## src/rtl/ysyx_22040237_mdu.sv

```systemverilog
// Multi-cycle M-extension sequencer: shift-add multiply and restoring divide,
// one bit per cycle on a shared accumulator / operand / shifter datapath.
module ysyx_22040237_mdu #(
  parameter int XLEN  = 64,
  parameter int CNT_W = 6
) (
  input  logic            clk,
  input  logic            rst,
  input  logic            flush_i,
  input  logic            req_valid_i,
  output logic            req_ready_o,
  input  logic [2:0]      req_op_i,
  input  logic [4:0]      req_rd_idx_i,
  input  logic [XLEN-1:0] req_op1_i,
  input  logic [XLEN-1:0] req_op2_i,
  output logic            resp_valid_o,
  input  logic            resp_ready_i,
  output logic [4:0]      resp_rd_idx_o,
  output logic [XLEN-1:0] resp_data_o,
  output logic            busy_o
);

  typedef enum logic [1:0] {S_IDLE, S_CALC, S_DONE} state_t;

  localparam logic [XLEN-1:0] INT_MIN = {1'b1, {(XLEN-1){1'b0}}};

  state_t state_q, state_d;

  logic [XLEN-1:0]  acc_q;   // product accumulator / partial remainder
  logic [XLEN-1:0]  opb_q;   // multiplicand / divisor magnitude
  logic [XLEN-1:0]  opc_q;   // multiplier / dividend shifting into quotient
  logic [2:0]       op_q;
  logic             qneg_q, rneg_q;
  logic [CNT_W-1:0] cnt_q;
  logic [XLEN-1:0]  res_q;
  logic [4:0]       rd_q;

  // request decode
  logic            accept, is_mul, is_divop, is_signed, is_rem, legal;
  logic            div_zero, ovf, special, a_neg, b_neg;
  logic [XLEN-1:0] a_mag, b_mag, special_res;

  always_comb begin
    accept    = req_valid_i && req_ready_o && !flush_i;
    is_mul    = (req_op_i == 3'b000);
    is_divop  = req_op_i[2];
    is_signed = req_op_i[2] & ~req_op_i[0];
    is_rem    = req_op_i[1];
    legal     = is_mul | is_divop;
    div_zero  = is_divop && (req_op2_i == '0);
    ovf       = is_signed && (req_op1_i == INT_MIN) && (req_op2_i == '1);
    special   = !legal || div_zero || ovf;
    a_neg     = is_signed & req_op1_i[XLEN-1];
    b_neg     = is_signed & req_op2_i[XLEN-1];
    a_mag     = a_neg ? -req_op1_i : req_op1_i;
    b_mag     = b_neg ? -req_op2_i : req_op2_i;
    special_res = '0;
    if (div_zero)  special_res = is_rem ? req_op1_i : '1;
    else if (ovf)  special_res = is_rem ? '0 : req_op1_i;
  end

  // one iteration of each algorithm
  logic [XLEN-1:0] mul_acc_nxt, div_acc_nxt, div_c_nxt;
  logic [XLEN:0]   trial;
  logic            last;

  always_comb begin
    mul_acc_nxt = acc_q + (opc_q[0] ? opb_q : '0);
    trial       = {acc_q, opc_q[XLEN-1]} - {1'b0, opb_q};
    if (!trial[XLEN]) begin
      div_acc_nxt = trial[XLEN-1:0];
      div_c_nxt   = {opc_q[XLEN-2:0], 1'b1};
    end else begin
      div_acc_nxt = {acc_q[XLEN-2:0], opc_q[XLEN-1]};
      div_c_nxt   = {opc_q[XLEN-2:0], 1'b0};
    end
    last = (cnt_q == CNT_W'(XLEN-1));
  end

  always_ff @(posedge clk or negedge rst) begin
    if (!rst) state_q <= S_IDLE;
    else      state_q <= state_d;
  end

  always_comb begin
    state_d = state_q;
    unique case (state_q)
      S_IDLE: if (accept) state_d = special ? S_DONE : S_CALC;
      S_CALC: if (last) state_d = S_DONE;
      S_DONE: if (resp_ready_i) state_d = S_IDLE;
      default: state_d = S_IDLE;
    endcase
    if (flush_i) state_d = S_IDLE;
  end

  always_comb begin
    req_ready_o   = (state_q == S_IDLE);
    resp_valid_o  = (state_q == S_DONE);
    busy_o        = (state_q != S_IDLE);
    resp_data_o   = res_q;
    resp_rd_idx_o = rd_q;
  end

  always_ff @(posedge clk or negedge rst) begin
    if (!rst) begin
      acc_q  <= '0;
      opb_q  <= '0;
      opc_q  <= '0;
      op_q   <= '0;
      qneg_q <= 1'b0;
      rneg_q <= 1'b0;
      cnt_q  <= '0;
      res_q  <= '0;
      rd_q   <= '0;
    end else if (accept) begin
      op_q   <= req_op_i;
      rd_q   <= req_rd_idx_i;
      cnt_q  <= '0;
      acc_q  <= '0;
      qneg_q <= a_neg ^ b_neg;
      rneg_q <= a_neg;
      opb_q  <= is_mul ? req_op1_i : b_mag;
      opc_q  <= is_mul ? req_op2_i : a_mag;
      if (special) res_q <= special_res;
    end else if (state_q == S_CALC) begin
      cnt_q <= cnt_q + 1'b1;
      if (op_q == 3'b000) begin
        acc_q <= mul_acc_nxt;
        opb_q <= opb_q << 1;
        opc_q <= opc_q >> 1;
        if (last) res_q <= mul_acc_nxt;
      end else begin
        acc_q <= div_acc_nxt;
        opc_q <= div_c_nxt;
        if (last) begin
          if (op_q[1]) res_q <= rneg_q ? -div_acc_nxt : div_acc_nxt;
          else         res_q <= qneg_q ? -div_c_nxt : div_c_nxt;
        end
      end
    end
  end

endmodule

```

## config.mk

```make
export PLATFORM = sky130hd
export DESIGN_NAME = ysyx_22040237_mdu
export DESIGN_NICKNAME = d
export VERILOG_FILES = /design/src/rtl/ysyx_22040237_mdu.sv
export SDC_FILE = /design/constraint.sdc
export NUM_CORES = 2
export LEC_CHECK = 0
export BUFFER_PORTS_ARGS = -buffer_cell sky130_fd_sc_hd__buf_2
export CORE_ASPECT_RATIO = 1.5
export CORE_UTILIZATION = 57
export DETAILED_ROUTE_END_ITERATION = 8
export GPL_ROUTABILITY_DRIVEN = 0
export PLACE_DENSITY = 0.76
export REMOVE_ABC_BUFFERS = 1
export SLEW_MARGIN = 20
export SYNTH_ARGS = -nofsm -noshare
export SYNTH_HDL_FRONTEND = slang
export SYNTH_SLANG_ARGS = --single-unit
```

## constraint.sdc

```tcl
create_clock -name clk -period 8.4 [get_ports clk]
set_input_delay 0.84 -clock clk [delete_from_list [all_inputs] [get_ports clk]]
set_output_delay 0.84 -clock clk [all_outputs]
set_load 0.005 [all_outputs]
```

==> metrics.md <==
| Metric | Value |
|---|---|
| Status | complete, but fails checks |
| Failing checks | DRC |
| Max capacitance violation total | 0 |
| Gate Count Post-Synth | 4511 |
| CTS H-tree lvls | 2 |
| Finished Layout Cells | 5231 |
| Clk sinks | 274 |
| Core Region | 54800 um2 |
| Slack of the critical path | 0.811 ns |
| Width of the die | 194 um |
| Worst-path clk slew | 0.06 ns |
| Final setup violation count | 0 |
| Post-CTS setup repair buffer count | 0 |
| Synth area leader | dfrtp_1 |
| I/O pins | 213 |
| Asr flop ratio synth | 100% |
| CP Capture Type | flop |
| Layout Utilization | 62.5% |
| RSZ-0062 raised after global routing | false |
| Power density over the cells | 413 nW/um2 |
| Min Tclk post-route | 7.59 ns |
| Fin area | 34200 um2 |
| Number of port buffers | 212 |
| CP Class | reg2reg |
| Syn_area_per_cell | 7.01 um2 |
| GR Util All Layers | 52.4% |
| Slew of the pin with the lowest slew margin | 1.29 ns |
| Lkg Pwr | 13.9 nW |
| Synth cell types | 100 |
| CTS buffer count | 34 |
| Area share of the largest cell type after synthesis | 21.7% |
| DP Wirelength | 107 mm |
| WL/cell | 28.2 um |
| Largest net degree at the start of global routing | 170 |
| Vias per cell | 7.39 |
| Final Hold Slack | 0.249 ns |
| Pins Over Slew Limit | 0 |
| Most frequent cells in the layout | a21oi_1 (533), nor2_1 (517), nand2_1 (477) |
| Synth area leaders | dfrtp_1 (22%), a21oi_1 (8.5%), o21ai_0 (6.3%) |
| Final #Nets | 4773 |
| Fin. Hold Viols | 0 |
| Worst Skew | 0.0293 ns |
| Hold Crit Class | in2async |
| Max-slew headroom | 13.5% |
| CP required | 8.86 ns |
| Starting Density | 57.7% |
| Max FO, Critical Path | 39 |
| Detail Route Antenna Nets | 0 |
| Pre-CTS setup slack | 1.55 ns |
| Post-Route WL | 147 mm |
| Initial antenna violation count | 21 |
| Initial DRC Count | 6201 |
| Residual DRC | 63 |
| Gr ovfl total | 0 |
| Vias | 38.6k |
| Most common cell after layout, fill and taps aside | a21oi_1 |
| Period utilization | 90.3% |
| Worst VDD drop | 0.263 mV |
| Clock buffer depth | 3 |
| Cell area after placement | 32800 um2 |
| Mapped cell area | 31600 um2 |
| Type of origin of the critical path | flop |
| First-pass GRT wire length | 225 mm |
| Ys Warns | 0 |
| Vias in the first global route | 36.2k |
| CTS tree | yes |
| EDFF count, synth | 0 |
| Cell Rows | 105 |
| Seq cells post-synth | 274 |
| Layout cell share with drive strength beyond 1 | 9.56% |
| Fmax | 0.132 GHz |
| Placed insts | 5146 |
| Pre-antenna DRT Iters | 9 |
| Die area | 56400 um2 |
| CTS resizes | 0 |
| P&R area growth vs syn | 8.19% |
| Number of fill cells in the layout | 5159 |
| Worst-Skew Late Latency | 0.62 ns |
| Clk root buf | clkbuf_16 |
| # hold bufs at CTS | 0 |
| Top_reg_cell synth | dfrtp_1 |
| Crit path DAT | 8.05 ns |
| Sequential share of the synthesized area | 21.7% |
| Height of the chip | 290 um |
## critical path: stages (launching register included)
cell and delay (ns):
dfrtp_1 0.41, inv_1 0.09, ha_1 0.22, fa_1 0.43, nor2b_1 0.35, o221a_2 0.42, o211ai_1 0.19, a21oi_4 0.29
o31a_1 0.18, o211a_4 0.58, inv_4 0.31, nand2_1 0.14, o21ai_0 0.15, inv_1 0.10, ha_1 0.27, nand2_1 0.11
or3_1 0.37, nor4_1 0.39, nand2_1 0.24, or4_1 0.55, a21oi_1 0.84, nor2b_1 0.29, a211oi_1 0.11, o31ai_1 0.27
a31oi_1 0.11
## power by group
part / total [mW] / internal [mW] / switching (mW)
registers: 2.55 / 1.84 / 0.712
logic: 9.98 / 3.22 / 6.76
clock network: 1.61 / 0.911 / 0.704
## cell type report
type	instances	area (um2)	area share, %
sequential	274	6860	20.0
multi-input combinational	3798	23300	68.1
antenna	15	37.5	0.110
clock inverter	16	183	0.534
inverter	112	423	1.24
timing repair buffer	277	1590	4.64
tap	695	870	2.54
clock buffer	44	970	2.83
## cells in the mapped netlist (9+ instances only)
cell / count
a211o_1: 9
a211oi_1: 149
a21boi_0: 11
a21o_1: 73
a21oi_1: 534
a221oi_1: 12
a311oi_1: 9
a31oi_1: 78
a41oi_1: 26
and2_1: 32
and3_1: 18
and4_1: 10
buf_1: 22
buf_2: 23
clkbuf_1: 275
dfrtp_1: 274
ha_1: 133
inv_1: 109
mux2_2: 12
mux2i_1: 50
nand2_1: 478
nand2b_1: 31
nand3_1: 134
nand3b_1: 13
nand4_1: 83
nor2_1: 521
nor2b_1: 18
nor3_1: 88
nor4_1: 54
o2111ai_1: 13
o211ai_1: 57
o21a_1: 32
o21ai_0: 401
o21bai_1: 21
o221ai_1: 12
o31a_1: 11
o31ai_1: 62
o41ai_1: 29
or2_2: 14
or3_1: 62
or4_1: 37
xnor2_1: 176
xor2_1: 146
## registers in the layout, summed over array words and instances, names as in the netlist
name and count:
qneg_q 1, rneg_q 1, opb_q 64, op_q 3, opc_q 64, acc_q 64, state_q 2, resp_rd_idx_o 5
resp_data_o 64, cnt_q 6
## layer usage
metal	vias up	global-route usage, %	wire length (um)
met2	3128	76.9	62100
met3	1252	21.9	18800
met4	20	57.2	21100
met1	17700	53.4	45100
li1	16600	-	-
met5	-	4.39	259
## cells by family after synthesis
logic type | Yosys count | synth area share [%]
buf+inv | 439 | 5.36
xor+xnor | 322 | 8.92
compound gates | 1640 | 32.3
flops | 274 | 21.7
simple gates | 1639 | 24.4
fa+ha+maj | 135 | 5.39
mux | 62 | 2.01
## through the flow
stage	power [mW]	TNS [ns]
finish	14.1	0
global route	14.8	0
CTS	13.3	0
detailed placement	11.7	0
global placement	11.6	0
floorplan	8.66	-1281.12
## final timing paths
path / from / endpoint / slack (ns) / cells past startpoint
max: opc_q[63]$_DFFE_PN0P_ / resp_data_o[56]$_DFFE_PN0P_ / 0.81 / 24
min in group clk: req_rd_idx_i[0] / resp_rd_idx_o[0]$_DFFE_PN0P_ / 0.41 / 3
max in group asynchronous: rst / rneg_q$_DFFE_PN0P_ / 6.61 / 3
min reg2reg: resp_rd_idx_o[4]$_DFFE_PN0P_ / resp_rd_idx_o[4]$_DFFE_PN0P_ / 0.47 / 2
max reg2reg: opc_q[63]$_DFFE_PN0P_ / resp_data_o[56]$_DFFE_PN0P_ / 0.81 / 24
min: rst / acc_q[57]$_DFFE_PN0P_ / 0.25 / 1
(Power assumes the default switching activity.)
